**src/rtl/rs_scheduler_pkg.sv**
```systemverilog
// Shared reservation-station constants. RS storage and the scheduler both
// size themselves from these so the entry count is defined in one place.
package rs_scheduler_pkg;

    localparam int RS_SIZE  = 16;
    localparam int RS_IDX_W = $clog2(RS_SIZE);

endpackage : rs_scheduler_pkg

```
**src/rtl/rs_scheduler_rr_picker.sv**
```systemverilog
// Round-robin picker: returns the first set request bit at or after the
// pointer, scanning upward and wrapping. Purely combinational so a second
// issue port can instantiate another copy with its own pointer.
module rs_rr_picker #(
    parameter int N = 16,
    parameter int W = 4
) (
    input  logic [N-1:0] i_req,
    input  logic [W-1:0] i_ptr,
    output logic         o_found,
    output logic [W-1:0] o_idx
);

    logic [2*N-1:0] w_dbl;
    logic [N-1:0]   w_rot;
    logic [W-1:0]   w_off;

    // Rotate the request vector so the pointer lands on bit 0, then take the
    // lowest set bit; the offset added back to the pointer wraps naturally.
    always_comb begin
        w_dbl = {i_req, i_req} >> i_ptr;
        w_rot = w_dbl[N-1:0];
        w_off = '0;
        for (int i = N - 1; i >= 0; i--) begin
            if (w_rot[i]) begin
                w_off = W'(i);
            end
        end
        o_found = |w_rot;
        o_idx   = i_ptr + w_off;
    end

endmodule : rs_rr_picker

```
**src/rtl/rs_scheduler.sv**
```systemverilog
// Reservation-station allocation and issue controller. Tracks entry
// occupancy, offers the lowest free slot to the dispatcher and issues one
// operand-ready entry per cycle to the ALU in round-robin order.
module rs_scheduler
    import rs_scheduler_pkg::*;
#(
    parameter int RS_SIZE  = rs_scheduler_pkg::RS_SIZE,
    parameter int RS_IDX_W = rs_scheduler_pkg::RS_IDX_W
) (
    input  logic                clk_in,
    input  logic                rst_in,
    input  logic                rdy_in,
    input  logic                clear_in,
    input  logic                alloc_req_in,
    output logic                alloc_ok_out,
    output logic [RS_IDX_W-1:0] alloc_idx_out,
    output logic                full_out,
    input  logic [RS_SIZE-1:0]  ready_vec_in,
    input  logic                alu_ready_in,
    output logic                issue_valid_out,
    output logic [RS_IDX_W-1:0] issue_idx_out,
    output logic [RS_IDX_W:0]   count_out
);

    logic [RS_SIZE-1:0]  r_busy;
    logic [RS_IDX_W-1:0] r_rr_ptr;
    logic                r_issue_valid;
    logic [RS_IDX_W-1:0] r_issue_idx;
    logic [RS_IDX_W:0]   r_count;
    logic                r_full;

    logic [RS_SIZE-1:0]  w_cand;
    logic                w_found;
    logic [RS_IDX_W-1:0] w_pick_idx;
    logic                w_do_alloc;
    logic                w_do_issue;
    logic [RS_SIZE-1:0]  w_busy_next;
    logic [RS_IDX_W:0]   w_count_next;

    // Lowest-index free slot; depends only on registered busy so the
    // dispatcher sees no input-to-output path.
    always_comb begin
        alloc_ok_out  = ~(&r_busy);
        alloc_idx_out = '0;
        for (int i = RS_SIZE - 1; i >= 0; i--) begin
            if (!r_busy[i]) begin
                alloc_idx_out = RS_IDX_W'(i);
            end
        end
    end

    // Ready bits of empty entries are ignored.
    assign w_cand = r_busy & ready_vec_in;

    rs_rr_picker #(
        .N (RS_SIZE),
        .W (RS_IDX_W)
    ) u_picker (
        .i_req   (w_cand),
        .i_ptr   (r_rr_ptr),
        .o_found (w_found),
        .o_idx   (w_pick_idx)
    );

    assign w_do_alloc = alloc_req_in & alloc_ok_out;
    assign w_do_issue = alu_ready_in & w_found;

    // Next occupancy and count; alloc never targets a busy entry, so the
    // set and clear can never collide on the same bit.
    always_comb begin
        w_busy_next = r_busy;
        if (w_do_alloc) begin
            w_busy_next[alloc_idx_out] = 1'b1;
        end
        if (w_do_issue) begin
            w_busy_next[w_pick_idx] = 1'b0;
        end
        w_count_next = r_count + (RS_IDX_W + 1)'(w_do_alloc)
                               - (RS_IDX_W + 1)'(w_do_issue);
    end

    // State update: clear beats alloc/issue; rdy_in low freezes everything.
    always_ff @(posedge clk_in or posedge rst_in) begin
        if (rst_in) begin
            r_busy        <= '0;
            r_rr_ptr      <= '0;
            r_issue_valid <= 1'b0;
            r_issue_idx   <= '0;
            r_count       <= '0;
            r_full        <= 1'b0;
        end else if (rdy_in) begin
            if (clear_in) begin
                r_busy        <= '0;
                r_rr_ptr      <= '0;
                r_issue_valid <= 1'b0;
                r_count       <= '0;
                r_full        <= 1'b0;
            end else begin
                r_busy        <= w_busy_next;
                r_count       <= w_count_next;
                r_full        <= (w_count_next == (RS_IDX_W + 1)'(RS_SIZE));
                r_issue_valid <= w_do_issue;
                if (w_do_issue) begin
                    r_issue_idx <= w_pick_idx;
                    r_rr_ptr    <= w_pick_idx + RS_IDX_W'(1);
                end
            end
        end
    end

    assign issue_valid_out = r_issue_valid;
    assign issue_idx_out   = r_issue_idx;
    assign count_out       = r_count;
    assign full_out        = r_full;

endmodule : rs_scheduler

```
**config.mk**
```make
export PLATFORM = sky130hd
export DESIGN_NAME = rs_scheduler
export DESIGN_NICKNAME = d
export VERILOG_FILES = /design/src/rtl/rs_scheduler_pkg.sv /design/src/rtl/rs_scheduler_rr_picker.sv /design/src/rtl/rs_scheduler.sv
export SDC_FILE = /design/constraint.sdc
export NUM_CORES = 1
export LEC_CHECK = 0
export BUFFER_PORTS_ARGS = -buffer_cell sky130_fd_sc_hd__buf_4
export CORE_AREA = 4 4 115 117
export CTS_CLUSTER_DIAMETER = 200
export CTS_CLUSTER_SIZE = 8
export DETAILED_ROUTE_END_ITERATION = 16
export DIE_AREA = 0 0 119 121
export GPL_ROUTABILITY_DRIVEN = 1
export MAX_ROUTING_LAYER = met4
export PLACE_DENSITY_LB_ADDON = 0.12
export SLEW_MARGIN = 20
export SYNTH_ARGS = -nofsm -noshare
export SYNTH_HDL_FRONTEND = slang
export SYNTH_SLANG_ARGS = --single-unit
```
**constraint.sdc**
```tcl
create_clock -name clk_in -period 6.7 [get_ports clk_in]
set_clock_uncertainty 0.15 [all_clocks]
set_input_delay 0.67 -clock clk_in [delete_from_list [all_inputs] [get_ports clk_in]]
set_output_delay 0.67 -clock clk_in [all_outputs]
set_load 0.1 [all_outputs]
```
### Word level (Yosys, flattened, before mapping)

Index checks and enable logic that the tools add are counted.

| cells by class | value |
|---|---|
| add/subtract/negate cells | 4 |
| bitwise gates (word level) | 8 |
| reduce and logical (&&, ||, !) cells | 7 |
| muxes and demuxes | 44 |
| order comparisons | 4 |
| shifts and indexed selects | 1 |
| equal/unequal tests | 1 |

Operators with widths:

| operator | count |
|---|---|
| 4-bit two-way mux | 34 |
| 16-bit two-way mux | 3 |
| 16-bit bitwise AND | 2 |
| 32-bit by 4-bit right shift with 16-bit output | 1 |
| 16-bit inverter | 1 |
| 16-bit OR | 1 |
| 16-bit AND reduction | 1 |
| 16-bit OR reduction | 1 |
| 4-bit by 5-bit less-than comparator with 1-bit output (second input constant) | 2 |
| 1-bit demux with 4-bit select | 2 |
| 4-bit by 1-bit >= comparator with 1-bit output (second input constant) | 2 |
| 5-bit by 1-bit adder with 5-bit output | 1 |
| 5-bit == test (second input constant) | 1 |
| 5-bit two-way mux | 1 |
| 5-bit by 1-bit subtractor with 5-bit output | 1 |
| 4-bit by 1-bit adder with 4-bit output (second input constant) | 1 |
| 4-bit adder | 1 |
| 1-bit two-way mux | 4 |
| 3-bit AND reduction | 1 |
| 1-bit bitwise AND | 2 |
| 1-bit logical AND | 2 |
| 1-bit inverter | 2 |
| 2-bit AND reduction | 1 |
| 2-bit nonzero test | 1 |

| word-level totals | value |
|---|---|
| output and inout bits | 16 |
| input port bits | 22 |
| register bits | 31 |
| word-level logic and storage cells | 75 |

### Longest topological paths before layout

Gate-level depths: netlist of the first run.

| depth | value |
|---|---|
| word-level depth | 27 |
| mapped depth | 20 |
| gate-level depth less buffers | 17 |

### Hierarchy

From an unflattened synthesis of the first run, not the netlist that was laid out.

| second synthesis, totals | value |
|---|---|
| cell total of the unflattened synthesis | 364 |
| area, all modules | 3353.2 µm² |

Modules (own cells, without submodules):

| module | sequential area each (µm²) | cells an instance | area each (µm²) | times used |
|---|---|---|---|---|
| rs_scheduler | 775.7 | 236 | 2139.6 | 1 |
| rs_rr_picker | 0.0 | 128 | 1213.7 | 1 |

### Worst setup path after synthesis of the first run

Ideal clock, no wire load.

| timing path | value |
|---|---|
| path type | register to register |
| start point | register r_rr_ptr[2] |
| end point | register r_busy[1] |
| arrival time | 4.453 ns |
| period minus slack after synthesis | 4.682 ns |
| required time | 6.471 ns |
| library setup time | 0.079 ns |
| cell stages (with the launch flop) | 20 |
| path buffers | 3 |
| setup slack | 2.018 ns |
| path through | dfrtp_1 -> buf_2 -> buf_2 -> buf_4 -> mux2_2 -> mux2_2 -> mux4_2 -> a211oi_1 -> o22a_1 -> o2111ai_1 -> and3_1 -> ha_1 -> fa_1 -> inv_1 -> ha_1 -> nand3_1 -> nor2_1 -> a2111o_1 -> a21oi_1 -> a2bb2oi_1 |

| on the way | value |
|---|---|
| cells in the longest elaborated chain, start to end | 26 |
| elaborated cells on any way between the ends | 29 |
| classes of those cells | add/sub (1); order compare (2); shift (1); mux (20); bitwise (3); reduce/logical (2) |

Ends and longest elaborated chain:

| element | RTL line | source |
|---|---|---|
| start: declaration | rs_scheduler.sv:26 | `logic [RS_IDX_W-1:0] r_rr_ptr;` |
| start signal: assignment | rs_scheduler.sv:105 | `r_rr_ptr <= w_pick_idx + RS_IDX_W'(1);` |
| 32-bit by 4-bit right shift with 16-bit output (*) | rs_scheduler_rr_picker.sv:21 | `w_dbl = {i_req, i_req} >> i_ptr;` |
| 4-bit two-way mux (15 in a row) | rs_scheduler_rr_picker.sv:25 | `if (w_rot[i]) begin` |
| 4-bit two-way mux (*) | rs_scheduler_rr_picker.sv:25 |  |
| 4-bit adder (*) | rs_scheduler_rr_picker.sv:30 | `o_idx = i_ptr + w_off;` |
| via u_picker.o_idx[1] | rs_scheduler_rr_picker.sv:11 | `output logic [W-1:0] o_idx` |
| 4-bit by 5-bit less-than comparator with 1-bit output (not written as such) / 4-bit by 1-bit >= comparator with 1-bit output (equally long branches) | rs_scheduler.sv:76 | `w_busy_next[w_pick_idx] = 1'b0;` |
| 1-bit logical AND (not written as such) | rs_scheduler.sv:76 |  |
| 1-bit two-way mux (not written as such) | rs_scheduler.sv:76 |  |
| 1-bit demux with 4-bit select (*) | rs_scheduler.sv:76 |  |
| 16-bit inverter (no source line) (*) | -- |  |
| 16-bit bitwise AND (no source line) (*) | -- |  |
| 16-bit two-way mux (*) | rs_scheduler.sv:75 | `if (w_do_issue) begin` |
| 16-bit two-way mux (*) | rs_scheduler.sv:92 | `if (clear_in) begin` |
| end signal: assignment | rs_scheduler.sv:99 | `r_busy <= w_busy_next;` |
| end: declaration | rs_scheduler.sv:25 | `logic [RS_SIZE-1:0] r_busy;` |

Mark *: on every way through the listed nets, which the timed path passes. The rest lies on a longest branch.
A chain may end at the register's enable or synchronous reset.

### Final worst setup path of the first run

| timing path | value |
|---|---|
| start point | register r_rr_ptr[0] |
| end point | register r_busy[13] |

| on the way | value |
|---|---|
| cells in the longest elaborated chain, start to end | 26 |
| elaborated cells on any way between the ends | 29 |
| classes of those cells | add/sub (1); order compare (2); shift (1); mux (20); bitwise (3); reduce/logical (2) |

Ends and longest elaborated chain:

| element | RTL line |
|---|---|
| 32-bit by 4-bit right shift with 16-bit output | rs_scheduler_rr_picker.sv:21 |
| 4-bit two-way mux (16 in a row) | rs_scheduler_rr_picker.sv:25 |
| 4-bit adder | rs_scheduler_rr_picker.sv:30 |
| 4-bit by 5-bit less-than comparator with 1-bit output (not written as such) / 4-bit by 1-bit >= comparator with 1-bit output (equally long branches) | rs_scheduler.sv:76 |
| 1-bit logical AND (not written as such) | rs_scheduler.sv:76 |
| 1-bit two-way mux (not written as such) | rs_scheduler.sv:76 |
| 1-bit demux with 4-bit select | rs_scheduler.sv:76 |
| 16-bit inverter (no source line) | -- |
| 16-bit bitwise AND (no source line) | -- |
| 16-bit two-way mux (*) | rs_scheduler.sv:75 |
| 16-bit two-way mux (*) | rs_scheduler.sv:92 |

Every way passes the cells marked *; elsewhere a longest branch is shown, timed or not.

==> impl_metrics.toml, run 1 <==
[status]
run_status = "finished clean"

[power_and_ir_drop]
power.internal_mw = 0.7479
power.ir.vdd_worst_mv = 0.2840
clockPowerShare = 0.150
total_switching_power_mw = 0.8592
p_per_area_mw_per_mm2 = 385.1
sw_frac_of_total = 0.5346
post_layout_power_mw = 1.607
p_seq_frac = 0.182
power.static_leakage_nw = 1.673
power_frac_comb = 0.668

[sta]
timing.max_slew.rel_slack = 0.5139
finalCriticalPeriod_ns = 5.230
timing_worst_slew_pin_value_ns = 0.7291
maxClockFrequency_ghz = 0.1912
post-route-period-util = 0.7806
rsz0062_at_grt = "false"
timing_max_transition_violations_final = 0
setup_tns_ns = 0
setup_violations = 0
final-hold-violation-count = 0
worst_slack_ns = 1.470

[routing]
detail_route.wl_per_cell_um = 19.14
avgViaCountPerCell = 5.660
drt_first_iter_violations = 323
drt_drc_violations_left = 0
routed_wirelength_um = 11870
antenna_left = 0
drtPass1Iterations = 6
num_vias = 3509

[final_layout]
drive_gt1_frac = 0.1987
finish.net_count = 483
filler_cell_count = 1320
non_filler_cell_area_final_sq_mm = 0.004173
synthToLayoutAreaGrowth_pct = 15.48
antenna_cells_inserted = 0
post-route-util = 0.3375

[synth]
mappedNetlistNets = 461
seq_area_frac_synth = 0.2147
synth_xor_xnor_area_share = 0.02909
yosys-mux-area-fraction = 0.1884
synth_seq_cells = 31
synthArstFlopShare = 1.000
synth_top_flop_cell = "sky130_fd_sc_hd__dfrtp_1"
yosys.area_share.simple = 0.2029
netlist.area_leader.share = 0.2147
synth_edf_count = 0
synthesized_area_fraction_occupied_by_ao_oa_aoi_and_oai_cells = 0.2517
dominant_combinational_cell_family_by_area_after_synthesis = "compound AO/OA/AOI/OAI gates"
ys_top_cells_by_area = "sky130_fd_sc_hd__dfrtp_1, sky130_fd_sc_hd__mux4_2, sky130_fd_sc_hd__nand2_1, sky130_fd_sc_hd__o21ai_0, sky130_fd_sc_hd__ha_1"
syn-instance-count = 425
post-synth-top-area-cell = "sky130_fd_sc_hd__dfrtp_1"
yosys.cell_types.count = 61
synthAdderAreaFrac = 0.05263
synth.avg_cell_area_sq_um = 8.502
synth.cell_area_sq_mm = 0.003613
synthesis.yosys.warnings = 0

[critical_path]
critPathKind = "flip-flop to flip-flop"
critical_path_maximum_fanout = 16
timing.critical_path.arrival_ns = 5.22
crit_required_ns = 6.69
sort_of_element_at_the_end_of_the_critical_path = "flip-flop"
startpoint_type = "flip-flop"

[global_route]
grt.total_usage = 0.1689
grt_antenna_before_repair = 0
grt-ovfl-total = 0
grt_first_pass_wirelength_um = 18810
grt_start_max_net_pins = 36
grt_pass1_vias = 3319

[placed_design]
placement.io_buffers = 37
routabilityCongestion = 0.8616
placed_cell_area_sq_mm = 0.004015
place_hpwl_um = 9055
pre_cts_ws_ns = 1.400

[floorplan]
die-area_sq_mm = 0.01440
floorplan.io_pins = 38
start_util = 0.2923
die_width_um = 119
core_sq_mm = 0.01236
die_h_um = 121
standard_cell_row_count = 41

[clock_network]
clkSlewWorstSetupHoldPaths_ns = 0.05
postCtsSetupBuffers = 0
worst_skew_pair_latency_ns = 0.28
tritoncts = "done"
ctsLongestPathBuffers = 2
clock_sinks = 31
postCtsResizedCells = 0
cts_made_buffers = 5
cts_max_level = 2
cts.root.buffer_cell = "sky130_fd_sc_hd__clkbuf_16"
holdBufCountCts = 0

[worst_hold_path]
holdCritPathClass = "primary input to async pin"

[flow_run]
drv.max_cap_violation_count = 0
registers in the layout, indices dropped and copies added (netlist names):
| signal | count |
|---|---|
| issue_valid_out | 1 |
| full_out | 1 |
| r_busy | 16 |
| r_rr_ptr | 4 |
| issue_idx_out | 4 |
| count_out | 5 |
Yosys cell counts, types with 8 or more instances:
library cell,instances
sky130_fd_sc_hd__ha_1,12
sky130_fd_sc_hd__nand2_1,46
sky130_fd_sc_hd__inv_1,22
sky130_fd_sc_hd__nand3_1,23
sky130_fd_sc_hd__clkbuf_1,16
sky130_fd_sc_hd__mux4_2,23
sky130_fd_sc_hd__nor2_1,25
sky130_fd_sc_hd__and2_1,13
sky130_fd_sc_hd__dfrtp_1,31
sky130_fd_sc_hd__o211ai_1,8
sky130_fd_sc_hd__o21ai_0,31
sky130_fd_sc_hd__a211o_1,8
sky130_fd_sc_hd__mux2_2,10
sky130_fd_sc_hd__a21oi_1,24
sky130_fd_sc_hd__a31oi_1,8
sky130_fd_sc_hd__xnor2_1,9
routing by layer:
layer | part of all wire | up-vias | GRT usage | wire length, um
met1 | 0.47 | 1749 | 0.2315 | 5590
li1 | - | 1653 | - | -
met2 | 0.48 | 90 | 0.2727 | 5666
met5 | 0 | - | - | 0
met4 | 0.020 | 0 | 0.04200 | 237
met3 | 0.031 | 17 | 0.01352 | 373
cells by family (layout without fill, tap and decap cells):
logic type,Yosys count,after routing
adder cells (fa/ha/maj),14,14
buffers and inverters,51,74
multiplexers,38,38
AO/OA/AOI/OAI,132,132
XOR/XNOR,12,12
AND/OR/NAND/NOR,147,147
flip-flops,31,31
worst paths after layout:
check,to,depth (start not counted),startpoint,slack [ns]
setup reg to reg,r_busy[13]$_DFFE_PP0P_,16,r_rr_ptr[0]$_DFFE_PP0P_,1.47
setup / recovery,r_busy[13]$_DFFE_PP0P_,16,r_rr_ptr[0]$_DFFE_PP0P_,1.47
hold reg to reg,issue_idx_out[3]$_DFFE_PP0P_,1,issue_idx_out[3]$_DFFE_PP0P_,0.36
hold / removal,issue_idx_out[3]$_DFFE_PP0P_,3,rst_in,0.34
min in group clk_in,issue_idx_out[3]$_DFFE_PP0P_,1,issue_idx_out[3]$_DFFE_PP0P_,0.36
max in group asynchronous,r_rr_ptr[2]$_DFFE_PP0P_,3,rst_in,5.71
cell usage in the layout (no fill, tap or decap), drive strengths merged, types with 2 or more instances in the layout:
master,instances
o2bb2ai,3
dfrtp,31
inv,24
clkbuf,8
nand2b,7
mux4,23
nand4,5
o2111ai,3
fa,2
and3,7
a311oi,2
a211oi,3
nor2b,5
nand3,23
nor2,25
buf,42
xor2,3
o211ai,8
o311ai,2
a221o,2
nand2,46
and2,15
o21ai,33
a211o,8
mux2,10
a21boi,2
xnor2,9
o21a,4
ha,12
a2111oi,4
a2111o,2
a21oi,24
a21o,6
a31oi,8
a2bb2oi,8
o31ai,2
nor3b,3
nor3,6
mux2i,5
stage by stage:
step / hold WS, ns / instances
2_1_floorplan: 0.4116 / 425
3_3_place_gp: 0.3662 / 612
3_5_place_dp: 0.3623 / 612
4_1_cts: 0.3655 / 620
5_1_grt: 0.3904 / 620
6_report: 0.3401 / 620
layout make-up:
type,count,area [sq um],area share
Clock buffer,8,156.4,0.03748
Inverter,24,90.09,0.02159
Multi-Input combinational cell,343,2619,0.6276
Timing Repair Buffer,42,315.3,0.07556
Sequential cell,31,777.0,0.1862
Tap cell,172,215.2,0.05157
critical path, cell delays in order, from the launching register on:
cell and delay [ns]:
sky130_fd_sc_hd__dfrtp_1 0.81, sky130_fd_sc_hd__inv_2 0.33, sky130_fd_sc_hd__o211ai_1 0.22, sky130_fd_sc_hd__o21ai_0 0.26, sky130_fd_sc_hd__mux4_2 0.56, sky130_fd_sc_hd__a211oi_1 0.25
sky130_fd_sc_hd__o22a_1 0.17, sky130_fd_sc_hd__o2111ai_1 0.09, sky130_fd_sc_hd__and3_1 0.20, sky130_fd_sc_hd__ha_1 0.21, sky130_fd_sc_hd__fa_1 0.41, sky130_fd_sc_hd__xor2_1 0.57
sky130_fd_sc_hd__nand3_1 0.22, sky130_fd_sc_hd__nor2_1 0.28, sky130_fd_sc_hd__a211o_1 0.17, sky130_fd_sc_hd__a21oi_1 0.04, sky130_fd_sc_hd__a2bb2oi_1 0.13
power by group through the flow:
stage	Sequential, mW	Clock (mW)	Combinational (mW)
floorplan	0.422	0	0.699
global placement	0.297	0	1.07
detailed placement	0.297	0	1.07
CTS	0.294	0.248	1.07
global route	0.302	0.255	1.17
finish	0.293	0.241	1.07
Power figures use the tool's default switching activity.
==> run 2, diff against run 1 <==
- ABC_AREA: default -> 1
- CORE_AREA: 4 4 115 117 -> 4 4 109 111
- DIE_AREA: 0 0 119 121 -> 0 0 113 115
- clock period: 6.7 -> 5.1 ns (I/O delays scaled with it)
==> impl_metrics.toml, run 2 <==
[status]
run_status = "finished clean"

[clock_network]
cts.root.buffer_cell = "sky130_fd_sc_hd__clkbuf_8"
postCtsResizedCells = 0
cts_max_level = 2
ctsLongestPathBuffers = 2
worst_skew_pair_latency_ns = 0.29
clock_sinks = 31
holdBufCountCts = 0
postCtsSetupBuffers = 0
tritoncts = "done"
clkSlewWorstSetupHoldPaths_ns = 0.07
cts_made_buffers = 5

[floorplan]
die_h_um = 115
die-area_sq_mm = 0.01300
start_util = 0.2957
core_sq_mm = 0.01079
die_width_um = 113
floorplan.io_pins = 38
standard_cell_row_count = 38

[critical_path]
cp_common_cell = "sky130_fd_sc_hd__nand2_1"
r2r_setup_slack_ns = 0.61
ff2ff_path_depth = 28
worst_r2r_endpoint = "r_busy[13]$_DFFE_PP0P_"
crit_required_ns = 5.12
critical_path_maximum_fanout = 18
critPathKind = "flip-flop to flip-flop"
cp_slowest_cell = "sky130_fd_sc_hd__dfrtp_1"
cpPeakStageDelay_ns = 0.79
worstReg2RegStart = "r_rr_ptr[0]$_DFFE_PP0P_"
startpoint_type = "flip-flop"
timing.critical_path.arrival_ns = 4.51
sort_of_element_at_the_end_of_the_critical_path = "flip-flop"

[synth]
seq_area_frac_synth = 0.2430
ys_top_cells_by_area = "sky130_fd_sc_hd__dfrtp_1, sky130_fd_sc_hd__nand2_1, sky130_fd_sc_hd__nand3_1, sky130_fd_sc_hd__inv_1, sky130_fd_sc_hd__ha_1"
post-synth-top-area-cell = "sky130_fd_sc_hd__dfrtp_1"
yosys-top-cells-count = "sky130_fd_sc_hd__nand2_1, sky130_fd_sc_hd__nand3_1, sky130_fd_sc_hd__inv_1"
synthArstFlopShare = 1.000
synth_edf_count = 0
synthMostInstantiatedCell = "sky130_fd_sc_hd__nand2_1"
syn-instance-count = 515
yosys.cell_types.count = 42
synth_seq_cells = 31
mappedNetlistNets = 551
netlist.area_leader.share = 0.2430
synth.cell_area_sq_mm = 0.003192
synth.avg_cell_area_sq_um = 6.198
synth_top_flop_cell = "sky130_fd_sc_hd__dfrtp_1"
synthesis.yosys.warnings = 0

[power_and_ir_drop]
sw_frac_of_total = 0.6057
power.internal_mw = 0.9908
p_seq_frac = 0.141
p_per_area_mw_per_mm2 = 685.9
power.static_leakage_nw = 1.780
clockPowerShare = 0.078
power_frac_comb = 0.781
total_switching_power_mw = 1.522
post_layout_power_mw = 2.513
power.ir.vdd_worst_mv = 0.4336

[placed_design]
pre_cts_ws_ns = 0.5921
place_hpwl_um = 7999
routabilityCongestion = 0.8996
placement.io_buffers = 37
placed_cells_incl_taps = 683
placed_cell_area_sq_mm = 0.003582

[routing]
routed_wirelength_um = 9972
num_vias = 3346
avgViaCountPerCell = 4.842
drt_first_iter_violations = 193
drtPass1Iterations = 4
drt_drc_violations_left = 0
detail_route.wl_per_cell_um = 14.43
antenna_left = 0

[global_route]
global_route.usage.met2 = 0.2666
grt_first_pass_wirelength_um = 16360
grt_start_max_net_pins = 32
grt-ovfl-total = 0
global_routing_s_busiest_layer = "met2"
global_route.usage.met3 = 0.02000
grt.total_usage = 0.1635
grt_pass1_vias = 3257
global_route.usage.met1 = 0.2061
grt_antenna_before_repair = 0

[sta]
final-hold-violation-count = 0
post-route-period-util = 0.8800
fin_worst_hold_slack_ns = 0.1494
timing_max_transition_violations_final = 0
worst_slack_ns = 0.6118
maxClockFrequency_ghz = 0.2228
timing_worst_slew_pin_value_ns = 0.6910
setup_violations = 0
rsz0062_at_grt = "false"
timing.max_slew.rel_slack = 0.5377
finalCriticalPeriod_ns = 4.488
setup_tns_ns = 0

[final_layout]
layout_common_cells = "sky130_fd_sc_hd__nand2_1, sky130_fd_sc_hd__nand3_1, sky130_fd_sc_hd__inv_1"
filler_cell_count = 1221
synthToLayoutAreaGrowth_pct = 14.78
largest_register = "r_busy"
non_filler_cell_area_final_sq_mm = 0.003664
layout_commonest_cell = "sky130_fd_sc_hd__nand2_1"
antenna_cells_inserted = 0
post-route-util = 0.3394
instances_no_fill = 691
drive_gt1_frac = 0.1343
finish.net_count = 586
flip_flop_count_of_the_largest_register_all_copies_and_words_added = 16

[worst_hold_path]
holdCritPathClass = "primary input to async pin"

[flow_run]
drv.max_cap_violation_count = 0
[run 2: cell types whose count changed in the layout (fill, tap and decap cells not counted), moves of 10 or more]
| cell | previous run | this run |
|---|---|---|
| sky130_fd_sc_hd__mux4_2 | 23 | 0 |
| sky130_fd_sc_hd__inv_1 | 22 | 59 |
| sky130_fd_sc_hd__a21oi_1 | 24 | 12 |
| sky130_fd_sc_hd__nand3_1 | 23 | 85 |
| sky130_fd_sc_hd__mux2_2 | 10 | 0 |
| sky130_fd_sc_hd__o21ai_1 | 2 | 25 |
| sky130_fd_sc_hd__nand2_1 | 46 | 170 |
[run 2: power groups by stage]
stage | combinational [mW] | sequential, mW | clock, mW
floorplan | 1.34 | 0.558 | 0
global placement | 1.99 | 0.360 | 0
detailed placement | 1.97 | 0.359 | 0
CTS | 1.99 | 0.355 | 0.201
global route | 2.20 | 0.364 | 0.211
finish | 1.96 | 0.354 | 0.195
[run 2: area by class of cell]
cell class / count / area [sq um] / share of cell area
Inverter: 66 / 257.7 / 0.07036
Tap cell: 140 / 175.2 / 0.04781
Timing Repair Buffer: 43 / 322.8 / 0.08811
Sequential cell: 31 / 775.7 / 0.2117
Clock inverter: 1 / 5.005 / 0.001366
Clock buffer: 7 / 76.32 / 0.02083
Multi-Input combinational cell: 403 / 2051 / 0.5598
[run 2: kinds of logic after synthesis]
logic type / after synthesis / synth area share
flops: 31 / 0.2430
simple gates: 306 / 0.4292
fa+ha+maj: 14 / 0.05958
buf+inv: 81 / 0.1145
xor+xnor: 8 / 0.02195
compound gates: 75 / 0.1317
[run 2: worst max path at each step]
stage / from / end / cells past startpoint
after global routing: r_rr_ptr[0]$_DFFE_PP0P_ / r_busy[13]$_DFFE_PP0P_ / 28
after floorplan: r_rr_ptr[0]$_DFFE_PP0P_ / r_busy[15]$_DFFE_PP0P_ / 32
after detailed placement: r_rr_ptr[0]$_DFFE_PP0P_ / r_busy[13]$_DFFE_PP0P_ / 28
after global placement: r_rr_ptr[0]$_DFFE_PP0P_ / r_busy[13]$_DFFE_PP0P_ / 28
final: r_rr_ptr[0]$_DFFE_PP0P_ / r_busy[13]$_DFFE_PP0P_ / 28
after CTS: r_rr_ptr[0]$_DFFE_PP0P_ / r_busy[13]$_DFFE_PP0P_ / 28
[run 2: critical path: cells and delay by family (launching register included)]
kind / cells / cell delay, ns
flops: 1 / 0.79
buf+inv: 2 / 0.51
simple gates: 20 / 1.51
compound gates: 3 / 0.24
fa+ha+maj: 2 / 0.59
xor+xnor: 1 / 0.58
[run 2: routing by layer]
layer / routed length, um / up-vias
met4: 319 / 0
li1: - / 1748
met1: 4703 / 1503
met3: 411 / 19
met5: 0 / -
met2: 4537 / 76
